$ cat src/rtl/team_06_volume_shifter.sv
// team_06_volume_shifter
// Speaker-path volume stage: debounced-edge volume buttons, mute/listen
// gating, and a two-stage scale pipeline (multiply, then shift/saturate).
// Gain step is 0.25, so gain 4 is unity.
// Optional feature: define SOFT_RAMP_EN to make the applied gain walk toward
// its target one step per sample instead of jumping in a single sample.
module team_06_volume_shifter (
   input  logic       clk,
   input  logic       rst_n,
   input  logic [7:0] spk_aud,
   input  logic       spk_valid,
   input  logic       vol_en,
   input  logic       mute_tog,
   input  logic       vol_up,
   input  logic       vol_down,
   output logic [7:0] spk_out,
   output logic       spk_out_valid,
   output logic [2:0] vol_level,
   output logic [2:0] gain_eff
);

   typedef enum logic [1:0] {
      STEADY    = 2'd0,
      RAMP_DOWN = 2'd1,
      RAMP_UP   = 2'd2
   } ramp_t;

   // ------------------------------------------------------------------
   // Button edge detection: bit 0 = vol_up, bit 1 = vol_down
   // ------------------------------------------------------------------
   logic [1:0] btn_raw;
   logic [1:0] btn_prev1;
   logic [1:0] btn_prev2;
   logic [1:0] btn_rise;

   assign btn_raw = {vol_down, vol_up};

   // Two-deep history per button; cleared so a button held through reset
   // still produces one rise after reset is released.
   always_ff @(posedge clk or negedge rst_n) begin
      if (!rst_n) begin
         btn_prev1 <= 2'b00;
         btn_prev2 <= 2'b00;
      end else begin
         btn_prev1 <= btn_raw;
         btn_prev2 <= btn_prev1;
      end
   end

   genvar gi;
   generate
      for (gi = 0; gi < 2; gi++) begin : g_rise
         assign btn_rise[gi] = btn_prev1[gi] & ~btn_prev2[gi];
      end
   endgenerate

   // ------------------------------------------------------------------
   // User volume step
   // ------------------------------------------------------------------
   // Saturating up/down counter; simultaneous rises cancel out.
   always_ff @(posedge clk or negedge rst_n) begin
      if (!rst_n) begin
         vol_level <= 3'd4;
      end else if (btn_rise[0] && !btn_rise[1] && (vol_level != 3'd7)) begin
         vol_level <= vol_level + 3'd1;
      end else if (btn_rise[1] && !btn_rise[0] && (vol_level != 3'd0)) begin
         vol_level <= vol_level - 3'd1;
      end
   end

   logic [2:0] target_gain;
   assign target_gain = (vol_en && !mute_tog) ? vol_level : 3'd0;

   // ------------------------------------------------------------------
   // Applied gain and ramp state
   // ------------------------------------------------------------------
   ramp_t      ramp_state;
   ramp_t      ramp_next;
   logic [2:0] gain_next;

   // Gain and ramp state only advance on sample strobes.
   always_ff @(posedge clk or negedge rst_n) begin
      if (!rst_n) begin
         ramp_state <= STEADY;
         gain_eff   <= 3'd0;
      end else begin
         ramp_state <= ramp_next;
         gain_eff   <= gain_next;
      end
   end

   // Direction is re-evaluated on every strobe, so a target change mid-ramp
   // turns the ramp around on the next sample.
   always_comb begin
      ramp_next = ramp_state;
      gain_next = gain_eff;
`ifdef SOFT_RAMP_EN
      if (spk_valid) begin
         if (gain_eff > target_gain) begin
            ramp_next = RAMP_DOWN;
            gain_next = gain_eff - 3'd1;
         end else if (gain_eff < target_gain) begin
            ramp_next = RAMP_UP;
            gain_next = gain_eff + 3'd1;
         end else begin
            ramp_next = STEADY;
         end
      end
`else
      ramp_next = STEADY;
      if (spk_valid) begin
         gain_next = target_gain;
      end
`endif
   end

   // ------------------------------------------------------------------
   // Stage 1: signed sample times gain
   // ------------------------------------------------------------------
   // The product uses the gain that becomes gain_eff on this strobe, so a
   // sample and the gain reported for it always agree.
   logic signed [7:0]  sample_s;
   logic signed [10:0] sample_ext;
   logic signed [10:0] gain_ext;
   logic signed [10:0] prod_next;
   logic signed [10:0] prod;
   logic               stage1_valid;

   assign sample_s   = spk_aud ^ 8'h80;
   assign sample_ext = {{3{sample_s[7]}}, sample_s};
   assign gain_ext   = {8'd0, gain_next};
   assign prod_next  = sample_ext * gain_ext;

   // Product register plus its valid flag.
   always_ff @(posedge clk or negedge rst_n) begin
      if (!rst_n) begin
         prod         <= 11'sd0;
         stage1_valid <= 1'b0;
      end else begin
         stage1_valid <= spk_valid;
         if (spk_valid) begin
            prod <= prod_next;
         end
      end
   end

   // ------------------------------------------------------------------
   // Stage 2: scale by 1/4, saturate, re-centre on 128
   // ------------------------------------------------------------------
   logic signed [10:0] shifted;
   logic [7:0]         sat_byte;

   // Arithmetic shift then clamp to the signed 8-bit range.
   always_comb begin
      shifted = prod >>> 2;
      if (shifted > 11'sd127) begin
         sat_byte = 8'h7F;
      end else if (shifted < -11'sd128) begin
         sat_byte = 8'h80;
      end else begin
         sat_byte = shifted[7:0];
      end
   end

   // Output register holds its value between strobes.
   always_ff @(posedge clk or negedge rst_n) begin
      if (!rst_n) begin
         spk_out       <= 8'd128;
         spk_out_valid <= 1'b0;
      end else begin
         spk_out_valid <= stage1_valid;
         if (stage1_valid) begin
            spk_out <= sat_byte ^ 8'h80;
         end
      end
   end

endmodule

$ cat config.mk
export PLATFORM = sky130hd
export DESIGN_NAME = team_06_volume_shifter
export DESIGN_NICKNAME = d
export VERILOG_FILES = /design/src/rtl/team_06_volume_shifter.sv
export SDC_FILE = /design/constraint.sdc
export NUM_CORES = 1
export LEC_CHECK = 0
export BUFFER_PORTS_ARGS = -buffer_cell sky130_fd_sc_hd__buf_4
export CELL_PAD_IN_SITES_DETAIL_PLACEMENT = 1
export CELL_PAD_IN_SITES_GLOBAL_PLACEMENT = 1
export CORE_MARGIN = 4
export CORE_UTILIZATION = 44
export CTS_CLUSTER_SIZE = 16
export DETAILED_ROUTE_END_ITERATION = 6
export GPL_ROUTABILITY_DRIVEN = 1
export PLACE_DENSITY_LB_ADDON = 0.1
export SLEW_MARGIN = 20
export SYNTH_ARGS = -nofsm -noshare
export SYNTH_HDL_FRONTEND = slang
export SYNTH_SLANG_ARGS = --single-unit
$ cat constraint.sdc
create_clock -name clk -period 3.8 [get_ports clk]
set_clock_uncertainty 0.05 [all_clocks]
set_input_delay 0.19 -clock clk [delete_from_list [all_inputs] [get_ports clk]]
set_output_delay 0.19 -clock clk [all_outputs]
set_load 0.05 [all_outputs]
Word-level counts from Yosys, hierarchy flattened
Cells that the tools add are included.
{ "classes": {"n_reduce_logical": 10, "multipliers": 1, "eq_ne": 1, "n_addsub": 2, "magnitude_cmp": 2, "shifts": 0, "n_bitwise": 6, "mux": 6, "div_mod_pow": 0} }
{ "op_table": {"columns": ["cell", "n"], "rows": [
  ["$mux W8", 2],
  ["$mux W3", 4],
  ["$mul A8 B4 Y11", 1],
  ["$gt A9 B8 Y1 const B", 1],
  ["$lt A9 B8 Y1 const B", 1],
  ["$logic_and A1 B1 Y1", 5],
  ["$not A1 Y1", 4],
  ["$add A3 B1 Y3 const B", 1],
  ["$logic_not A1 Y1", 3],
  ["$ne A3 B3 Y1 const B", 1],
  ["$reduce_bool A3 Y1", 1],
  ["$sub A3 B1 Y3 const B", 1],
  ["$and A1 B1 Y1", 2],
  ["$reduce_bool A2 Y1", 1]
]} }
{ "word_totals": {"latchBits": 0, "ff_bits": 31, "rom_bits": 0, "n_memories": 0, "out_inout_bits": 15, "mem_bits_rw": 0} }

Logic depth before layout (Yosys ltp)
Gate-level depths: netlist of run 1.
{ "logic_depth": {"ltp_word": 7, "depth_mapped": 15, "depth_no_buf": 14} }

Worst setup path after synthesis of run 1
OpenSTA, ideal clock, no wires.
{ "synth_path": {"path_kind": "flip-flop to flip-flop", "startpoint": "reg vol_level[1]", "endpoint": "reg prod[10]", "required_time_ps": 3608, "n_path_buf": 1, "stages_incl_launch_ff": 12, "period_less_slack_ps": 3721, "setup_slack_ps": 79, "arrival_time_ps": 3530, "path_cell_list": "dfrtp_1 -> buf_2 -> a31oi_1 -> nor2b_1 -> ha_1 -> fa_1 -> fa_1 -> a21o_1 -> a2111oi_4 -> a21oi_1 -> xnor2_1 -> a21oi_1"} }
{ "synth_via": {"elab_chain_cells": 3} }
{ "synth_lines": {"columns": ["element", "line", "text"], "rows": [
  ["from (decl)", "18", "output logic [2:0] vol_level,"],
  ["from (signal assigned)", "65", "vol_level <= vol_level + 3'd1;"],
  ["from (signal assigned)", "67", "vol_level <= vol_level - 3'd1;"],
  ["$mux W3", "72", "assign target_gain = (vol_en && !mute_tog) ? vol_level : 3'd0;"],
  ["$mux W3", "111", "if (spk_valid) begin"],
  ["$mul A8 B4 Y11", "132", "assign prod_next = sample_ext * gain_ext;"],
  ["to (signal assigned)", "142", "prod <= prod_next;"],
  ["to (decl)", "126", "logic signed [10:0] prod;"]
]} }
Every way passes these cells.
A chain may end at the register's enable or synchronous reset.

Worst setup path after layout of run 1
{ "layout_path": {"startpoint": "reg gain_eff[2]", "endpoint": "reg prod[10]"} }
{ "layout_via": {"elab_chain_cells": 2} }
{ "layout_lines": {"columns": ["element", "line", "text"], "rows": [
  ["from (decl)", "19", "output logic [2:0] gain_eff"],
  ["from (signal assigned)", "88", "gain_eff <= gain_next;"],
  ["$mux W3", "111", null],
  ["$mul A8 B4 Y11", "132", null]
]} }
Every way passes these cells.

==> results of run 1 <==
## repair_timing
| action | in CTS | in global routing |
|---|---|---|
| setup endpoints to repair | 0 | 2 |
| resized for setup | 0 | 1 |
| hold buffers | 3 | 0 |
| hold endpoints to repair | 29 | 0 |
## worst max-delay path, delay by kind of cell, from the launching register on
family	cells	cell delay, ns
AO/OA/AOI/OAI	5	1.17
XOR/XNOR	1	0.17
AND/OR/NAND/NOR	2	0.24
flip-flops	1	0.38
adder cells (fa/ha/maj)	3	1.33
## where the power goes
| part | total, mW | switching, mW | internal (mW) |
|---|---|---|---|
| sequential | 0.473 | 0.0842 | 0.388 |
| clock | 0.243 | 0.117 | 0.126 |
| combinational | 0.600 | 0.366 | 0.235 |
| total | 1.32 | 0.567 | 0.749 |
## cell families (layout without fill, tap and decap cells)
kind of cell / after synthesis / after routing / synth area share, %
muxes: 15 / 15 / 8.20
xor gates and xnor gates: 9 / 9 / 3.77
and+or+nand+nor: 76 / 76 / 18.4
DFF: 29 / 29 / 34.8
buffers and inverters: 30 / 64 / 5.57
adders and majority gates: 26 / 26 / 18.8
AOI/OAI and AO/OA: 33 / 33 / 10.4
## worst paths after layout
kind                                   startpoint                  endpoint  slack, ns  depth (start not counted)
min                                     spk_valid    stage1_valid$_DFF_PN0_       0.11                          1
min reg2reg                btn_prev1[1]$_DFF_PN0_    btn_prev2[1]$_DFF_PN0_       0.35                          0
max                         gain_eff[2]$_DFF_PN0_      prod[10]$_DFFE_PN0P_       0.32                         11
max reg2reg                 gain_eff[2]$_DFF_PN0_      prod[10]$_DFFE_PN0P_       0.32                         11
max in group asynchronous                   rst_n  vol_level[2]$_DFFE_PN1P_       3.04                          2
min in group asynchronous                   rst_n    stage1_valid$_DFF_PN0_       0.34                          2
## per-stage QoR
stage | hold slack, ns | total power [mW] | setup slack, ns | std cells
floorplan | -0.156 | 0.908 | 0.0787 | 218
global placement | 0.0818 | 1.06 | 0.174 | 293
detailed placement | 0.0837 | 1.08 | 0.0887 | 293
CTS | 0.101 | 1.33 | 0.0790 | 304
global route | 0.103 | 1.42 | 0.127 | 304
finish | 0.111 | 1.32 | 0.323 | 304
## cell usage after synthesis, types with 4 or more instances
library cell  count
nor3_1            4
clkbuf_1          5
nor2_1           20
ha_1             17
a31oi_1           4
inv_1            22
xnor2_1           9
mux2_2           13
nand3_1           5
nor2b_1          18
fa_1              9
nand2_1          16
dfrtp_1          27
a21oi_1          16
## per-layer routing
metal | vias up | global-route usage [%] | wire length (um)
li1 | 786 | - | -
met1 | 753 | 21.4 | 2030
met2 | 41 | 24.2 | 1870
met3 | 4 | 4.57 | 226
met4 | 0 | 4.17 | 32
met5 | - | 0 | 0
## state kept, by name, indices dropped and copies added (netlist names)
| signal | cells |
|---|---|
| btn_prev1 | 2 |
| btn_prev2 | 2 |
| gain_eff | 3 |
| prod | 9 |
| spk_out | 8 |
| spk_out_valid | 1 |
| stage1_valid | 1 |
| vol_level | 3 |
## layout make-up
type | instances | area (um^2)
clock buffer | 5 | 68.8
clock inverter | 3 | 17.5
fill | 520 | 2000
inverter | 22 | 82.6
multi-input combinational | 159 | 1250
sequential | 29 | 728
tap | 52 | 65.1
timing repair buffer | 34 | 263
==> run_results.csv, run 1 <==
group,metric,value,unit
detailed_routing,wl,4160,um
detailed_routing,vias,1584,
sta,worst_slew_pin_slew,0.453,ns
yosys,syn_nets,259,
global_route,grt_max_degree,30,
pwr,power_density,531,nW/um^2
yosys,synth_area,2090,um^2
finish,drive_above_1_share,24.6,%
cts,clkSinkCount,29,
critical_path,cp.required,3.91,ns
place,hpwl,3310,um
cts,cts-root-buf,"clkbuf_8",
status,outcome,"complete, no violations",
place,numPortBuffers,29,
pwr,irDropWorstVdd,0.398,mV
floorplan,io_pins,30,
critical_path,cp-end-kind,"flip-flop",
sta,slew_headroom,69.7,%
place,place_area,2350,um^2
floorplan,rows,24,
sta,fin_crit_sh,91.5,%
place,place.gp.congestion,0.769,
detailed_routing,wl_per_cell,13.7,um
hold_path,hold_path.class,"in2reg",
global_route,overflow,0,
finish,synthToLayoutAreaGrowth,18.5,%
detailed_routing,drt_iter0_drc,41,
cts,cts_buffers,5,
floorplan,die_height,76.9,um
yosys,netlist.area_leader.share,32.3,%
floorplan,core_area,4470,um^2
finish,layout_commonest_cell,"buf_4",
sta,final.min_clock_period,3.48,ns
finish,post-route-util,55.4,%
critical_path,cpPeakStageDelay,0.54,ns
detailed_routing,drc,0,
sta,rsz0062_at_grt,"no",
cts,tritoncts,"yes",
detailed_routing,ant_nets,0,
yosys,ys_seq_elements,29,
finish,design_area,2480,um^2
critical_path,worstPathArrival,3.59,ns
critical_path,cp-start-kind,"flip-flop",
yosys,ys_types,39,
floorplan,die_w,76.9,um
global_route,grtUsageTotal,15.7,%
run,maxCapViolCount,0,
yosys,synth_edf_count,0,
yosys,yosys_warnings,0,
finish,nNetsFinal,292,
sta,max_freq,288,MHz
global_route,antenna_found_initial,0,
cts,ctsHtreeMaxLevel,2,
critical_path,path_class,"reg2reg",
sta,finalSetupViolCount,0,
critical_path,crit_slowest_cell,"fa_1",
pwr,p_leak,1.23,nW
yosys,yosys.area.top_type,"dfrtp_1",
yosys,async_flop_share,100,%
critical_path,cp_max_fo,9,
cts,postCtsSetupRepairBufs,0,
cts,clk_pin_slew_worst_paths,0.07,ns
detailed_routing,drt_pass1_iterations,4,
sta,setup-tns-final,0,ns
cts,insertion_delay,0.28,ns
global_route,grt_pass1_vias,1614,
floorplan,design.die.area,5920,um^2
yosys,postSynthAreaPerCell,9.59,um^2
yosys,yosysSeqAreaShare,34.8,%
cts,cts_max_path_buffers,2,
finish,most-common-layout-cells,"31 x buf_4, 27 x dfrtp_1, 22 x inv_1, 20 x nor2_1, 18 x nor2b_1",
floorplan,start_util,46.7,%
sta,drv_slew,0,
sta,finalHoldViolations,0,
yosys,synthTopCellsByArea,"dfrtp_1 32%, ha_1 10%, fa_1 8.6%, mux2_2 7.0%, nor2b_1 5.4%",
detailed_routing,vias_per_cell,5.21,
finish,diodes,0,
global_route,grt_pass1_wl,7490,um
yosys,netlist_instances,218,
yosys,synth_ff_type,"dfrtp_1",
critical_path,path_cells,"nor2b_1 -> a31oi_2 -> nor2b_1 -> ha_1 -> fa_1 -> fa_1 -> a21o_1 -> a2111oi_4 -> a21oi_1 -> xnor2_1 -> a21oi_1",
Note: power is estimated with default switching activity, not from simulation.
==> inputs of run 2 (changes only) <==
- CORE_ASPECT_RATIO: default -> 0.75
==> run_results.csv, run 2 (synthesis results as in run 1) <==
group,metric,value,unit
status,outcome,"complete, no violations",
critical_path,cp_max_fo,9,
finish,diodes,0,
pwr,p_total,1.32,mW
global_route,overflow,0,
critical_path,cp-start-kind,"flip-flop",
finish,register_area,728,um^2
pwr,irDropWorstVdd,0.385,mV
sta,finalHoldViolations,0,
floorplan,design.die.area,5930,um^2
finish,design_area,2490,um^2
cts,clk_pin_slew_worst_paths,0.07,ns
detailed_routing,drt_iter0_drc,58,
finish,registers.top_by_ff_count,"prod",
global_route,grt_max_degree,30,
sta,finalSetupViolCount,0,
place,place.gp.congestion,0.739,
finish,fill_cells,525,
cts,ctsHtreeMaxLevel,2,
finish,top_regs,"prod (9), spk_out (8)",
detailed_routing,vias,1575,
finish,most-common-layout-cells,"32 x buf_4, 27 x dfrtp_1, 22 x inv_1, 20 x nor2_1, 18 x nor2b_1",
critical_path,path_class,"reg2reg",
sta,max_freq,277,MHz
sta,drv_slew,0,
cts,cts_buffers,5,
cts,insertion_delay,0.28,ns
floorplan,core_area,4520,um^2
detailed_routing,wl_per_cell,14.7,um
floorplan,rows,21,
detailed_routing,drc,0,
place,hpwl,3610,um
global_route,grt_pass1_vias,1666,
sta,final.min_clock_period,3.61,ns
finish,multi_input_area,1250,um^2
detailed_routing,drt_pass1_iterations,4,
finish,synthToLayoutAreaGrowth,19.0,%
finish,layout.cells.non_filler,310,
critical_path,cp-end-kind,"flip-flop",
detailed_routing,wl,4560,um
hold_path,hold_path.class,"in2reg",
place,place_area,2370,um^2
floorplan,io_pins,30,
finish,nNetsFinal,293,
run,maxCapViolCount,0,
sta,rsz0062_at_grt,"no",
floorplan,die_height,67.7,um
detailed_routing,ant_nets,0,
critical_path,worstPathArrival,3.71,ns
global_route,grtUsageTotal,17.2,%
global_route,grt_pass1_wl,7890,um
cts,cts_max_path_buffers,2,
sta,fin_crit_sh,95.1,%
finish,layout_commonest_cell,"buf_4",
finish,drive_above_1_share,24.5,%
cts,clkSinkCount,29,
pwr,power_density,531,nW/um^2
critical_path,cp.required,3.90,ns
detailed_routing,vias_per_cell,5.08,
global_route,antenna_found_initial,0,
place,placed_cells,299,
cts,tritoncts,"yes",
cts,cts-root-buf,"clkbuf_8",
floorplan,start_util,46.3,%
finish,largest_reg_flops,9,
sta,whs,0.256,ns
sta,worst_slew_pin_slew,0.553,ns
place,numPortBuffers,29,
sta,slew_headroom,63.0,%
floorplan,die_w,87.6,um
pwr,p_leak,1.24,nW
-- run 2: area by class of cell --
| type | instances | area share [%] |
|---|---|---|
| Clock inverter | 2 | 0.402 |
| Inverter | 22 | 3.32 |
| Tap cell | 57 | 2.87 |
| Timing Repair Buffer | 35 | 10.9 |
| Sequential cell | 29 | 29.3 |
| Multi-Input combinational cell | 159 | 50.4 |
| Clock buffer | 6 | 2.92 |
-- run 2: per-layer routing --
layer | up-vias | routed length (um) | global-route usage [%]
li1 | 790 | - | -
met1 | 765 | 2240 | 23.4
met2 | 18 | 2140 | 28.0
met3 | 2 | 166 | 4.15
met4 | 0 | 22 | 3.45
met5 | - | 0 | 0
-- run 2: worst max-delay path, stage by stage, from the launching register on --
cell	delay, ns
dfrtp_1	0.38
nor2b_1	0.15
a31oi_2	0.46
nor2b_1	0.13
ha_1	0.32
fa_1	0.53
fa_1	0.48
a21o_1	0.24
a2111oi_4	0.36
a21oi_1	0.13
xnor2_1	0.17
a21oi_1	0.08
-- run 2: through the flow --
step                      TNS [ns]  utilization (%)  worst slack (ns)
after detailed placement    -0.126             52.4           -0.0735
final                            0             55.0             0.188
after floorplan                  0                -            0.0787
after global routing             0             55.0            0.0276
after CTS                        0             55.0             0.161
after global placement           0             52.4             0.163
-- run 2: timing repair --
action	in CTS	in global routing
hold buffers	3	0
gates resized for setup	1	0
buffers inserted	0	0
endpoints found under the hold margin	29	0
setup endpoints to repair	3	0
-- run 2: worst paths after layout --
| path | start | end | slack (ns) | cells past startpoint |
|---|---|---|---|---|
| min in group asynchronous | rst_n | gain_eff[1]$_DFF_PN0_ | 0.33 | 2 |
| max in group asynchronous | rst_n | spk_out[7]$_DFFE_PN1P_ | 3.05 | 2 |
| max | gain_eff[2]$_DFF_PN0_ | prod[10]$_DFFE_PN0P_ | 0.19 | 11 |
| max reg2reg | gain_eff[2]$_DFF_PN0_ | prod[10]$_DFFE_PN0P_ | 0.19 | 11 |
| min reg2reg | btn_prev1[1]$_DFF_PN0_ | btn_prev2[1]$_DFF_PN0_ | 0.34 | 0 |
| min | spk_valid | stage1_valid$_DFF_PN0_ | 0.26 | 2 |
-- run 2: report_power, final --
part           switching (mW)  internal [mW]
registers              0.0854          0.389
logic                   0.369          0.235
clock network           0.116          0.127
==> inputs of run 3 (changes only) <==
--- a/config.mk
+++ b/config.mk
@@ -17,3 +17,2 @@
 export PLACE_DENSITY_LB_ADDON = 0.1
-export SLEW_MARGIN = 20
 export SYNTH_ARGS = -nofsm -noshare
==> constraint.sdc (replaced) <==
create_clock -name clk -period 3.8 [get_ports clk]
set_clock_uncertainty 0.05 [all_clocks]
set_input_delay 0.38 -clock clk [delete_from_list [all_inputs] [get_ports clk]]
set_output_delay 0.38 -clock clk [all_outputs]
set_load 0.05 [all_outputs]
==> run_results.csv, run 3 (synthesis results as in run 1) <==
group,metric,value,unit
floorplan,io_pins,30,
floorplan,design.die.area,5930,um^2
detailed_routing,wl,4460,um
finish,diodes,0,
pwr,internal-power,776,uW
finish,registers.top_by_ff_count,"prod",
cts,tritoncts,"yes",
global_route,gr-usage-met1,23.0,%
sta,finalSetupViolCount,0,
finish,post-route-util,54.9,%
critical_path,cpPeakStageDelay,0.53,ns
critical_path,cp.required,3.90,ns
sta,worst_slew_pin_slew,0.483,ns
pwr,p_seq_share,34.4,%
pwr,p_sw,565,uW
status,outcome,"complete, no violations",
hold_path,hold_path.class,"in2reg",
cts,insertion_delay,0.28,ns
floorplan,core_area,4520,um^2
cts,clk_pin_slew_worst_paths,0.06,ns
detailed_routing,drt_iter0_drc,53,
finish,layout_commonest_cell,"buf_4",
global_route,use_met2,26.5,%
detailed_routing,drc,0,
pwr,switching_share,42.1,%
critical_path,cp_max_fo,9,
finish,design_area,2480,um^2
run,maxCapViolCount,0,
pwr,clkPwrFrac,19.2,%
sta,drv_slew,0,
sta,slew_headroom,67.7,%
detailed_routing,vias,1572,
cts,cts_buffers,5,
critical_path,path_class,"reg2reg",
sta,whs,0.154,ns
floorplan,rows,21,
cts,clkSinkCount,29,
global_route,use_met3,4.51,%
floorplan,die_height,67.7,um
place,dpl_worst_slack,-0.0931,ns
global_route,grt_max_degree,30,
critical_path,cp-end-kind,"flip-flop",
pwr,power_frac_comb,46.4,%
critical_path,path_cells,"nor2b_1 -> a31oi_2 -> nor2b_1 -> ha_1 -> fa_1 -> fa_1 -> a21o_1 -> a2111oi_4 -> a21oi_1 -> xnor2_1 -> a21oi_1",
cts,postCtsSetupRepairBufs,0,
detailed_routing,vias_per_cell,5.09,
critical_path,crit_slowest_cell,"fa_1",
place,place_area,2380,um^2
global_route,grt_pass1_vias,1617,
cts,cts-root-buf,"clkbuf_8",
place,place.gp.congestion,0.709,
pwr,irDropWorstVdd,0.398,mV
critical_path,cp-start-kind,"flip-flop",
sta,setup-tns-final,0,ns
detailed_routing,drt_pass1_iterations,4,
sta,final.min_clock_period,3.47,ns
pwr,power_density,540,nW/um^2
detailed_routing,wl_per_cell,14.4,um
finish,drive_above_1_share,24.6,%
pwr,p_leak,1.23,nW
detailed_routing,ant_nets,0,
sta,layout_setup_ws,0.333,ns
sta,rsz0062_at_grt,"no",
global_route,grt_pass1_wl,7630,um
critical_path,worstPathArrival,3.57,ns
finish,largest_reg_flops,9,
finish,most-common-layout-cells,"33 x buf_4, 27 x dfrtp_1, 22 x inv_1, 20 x nor2_1, 18 x nor2b_1",
finish,top_regs,"prod (9), spk_out (8)",
floorplan,start_util,46.3,%
cts,cts_max_path_buffers,2,
sta,finalHoldViolations,0,
global_route,grtUsageTotal,16.9,%
floorplan,die_w,87.6,um
place,numPortBuffers,29,
cts,ctsHtreeMaxLevel,2,
global_route,grt_most_used_layer,"met2",
finish,nNetsFinal,292,
place,hpwl,3490,um
sta,max_freq,288,MHz
global_route,overflow,0,
finish,synthToLayoutAreaGrowth,18.7,%
global_route,antenna_found_initial,0,
sta,fin_crit_sh,91.2,%
[run 3: cell types whose count changed in the layout (fill, tap and decap cells not counted), sizes merged]
cell / change
dlygate4sd3: -2
buf: +1
clkinv: -2
clkbuf: +2
[run 3: worst paths after layout]
kind                                         from                      to  slack (ns)  cells after the start
setup / recovery            gain_eff[2]$_DFF_PN0_    prod[10]$_DFFE_PN0P_        0.33                     11
hold / removal                           vol_down  btn_prev1[1]$_DFF_PN0_        0.15                      1
setup reg to reg            gain_eff[2]$_DFF_PN0_    prod[10]$_DFFE_PN0P_        0.33                     11
hold reg to reg            btn_prev1[0]$_DFF_PN0_  btn_prev2[0]$_DFF_PN0_        0.35                      0
max in group asynchronous                   rst_n  spk_out[7]$_DFFE_PN1P_        2.84                      2
min in group asynchronous                   rst_n  btn_prev2[0]$_DFF_PN0_        0.53                      2
[run 3: layout make-up]
type                    instances  area, um^2
clock buffers                   8        90.1
inverters                      22        82.6
repair buffers                 34         258
fillers                       541        2040
well taps                      57        71.3
flip-flops and latches         29         728
multi-input cells             159        1250
[run 3: stage by stage]
stage,total power [mW],std cells
global route,1.44,309
finish,1.34,309
global placement,1.07,300
detailed placement,1.09,300
floorplan,0.908,218
CTS,1.35,309
[run 3: critical path: cells and delay by family, from the launching register on]
| kind | cells | cell delay [ns] |
|---|---|---|
| xor+xnor | 1 | 0.17 |
| simple gates | 2 | 0.24 |
| compound gates | 5 | 1.20 |
| flops | 1 | 0.37 |
| fa+ha+maj | 3 | 1.31 |
[run 3: power by group through the flow]
stage                     sequential [mW]  combinational, mW  clock, mW
final                               0.461              0.622      0.257
after floorplan                     0.606              0.303          0
after global routing                0.476              0.687      0.280
after CTS                           0.461              0.629      0.264
after global placement              0.463              0.611          0
after detailed placement            0.466              0.627          0
[run 3: what timing repair did]
action | CTS | global route
hold buffers | 1 | 0
hold endpoints to repair | 27 | 0
endpoints found under the setup margin | 0 | 4
resized for setup | 0 | 1
[run 3: metal layers]
layer | vias up | wire, um
li1 | 787 | -
met1 | 760 | 2140
met2 | 20 | 2110
met3 | 5 | 167
met4 | 0 | 45
met5 | - | 0
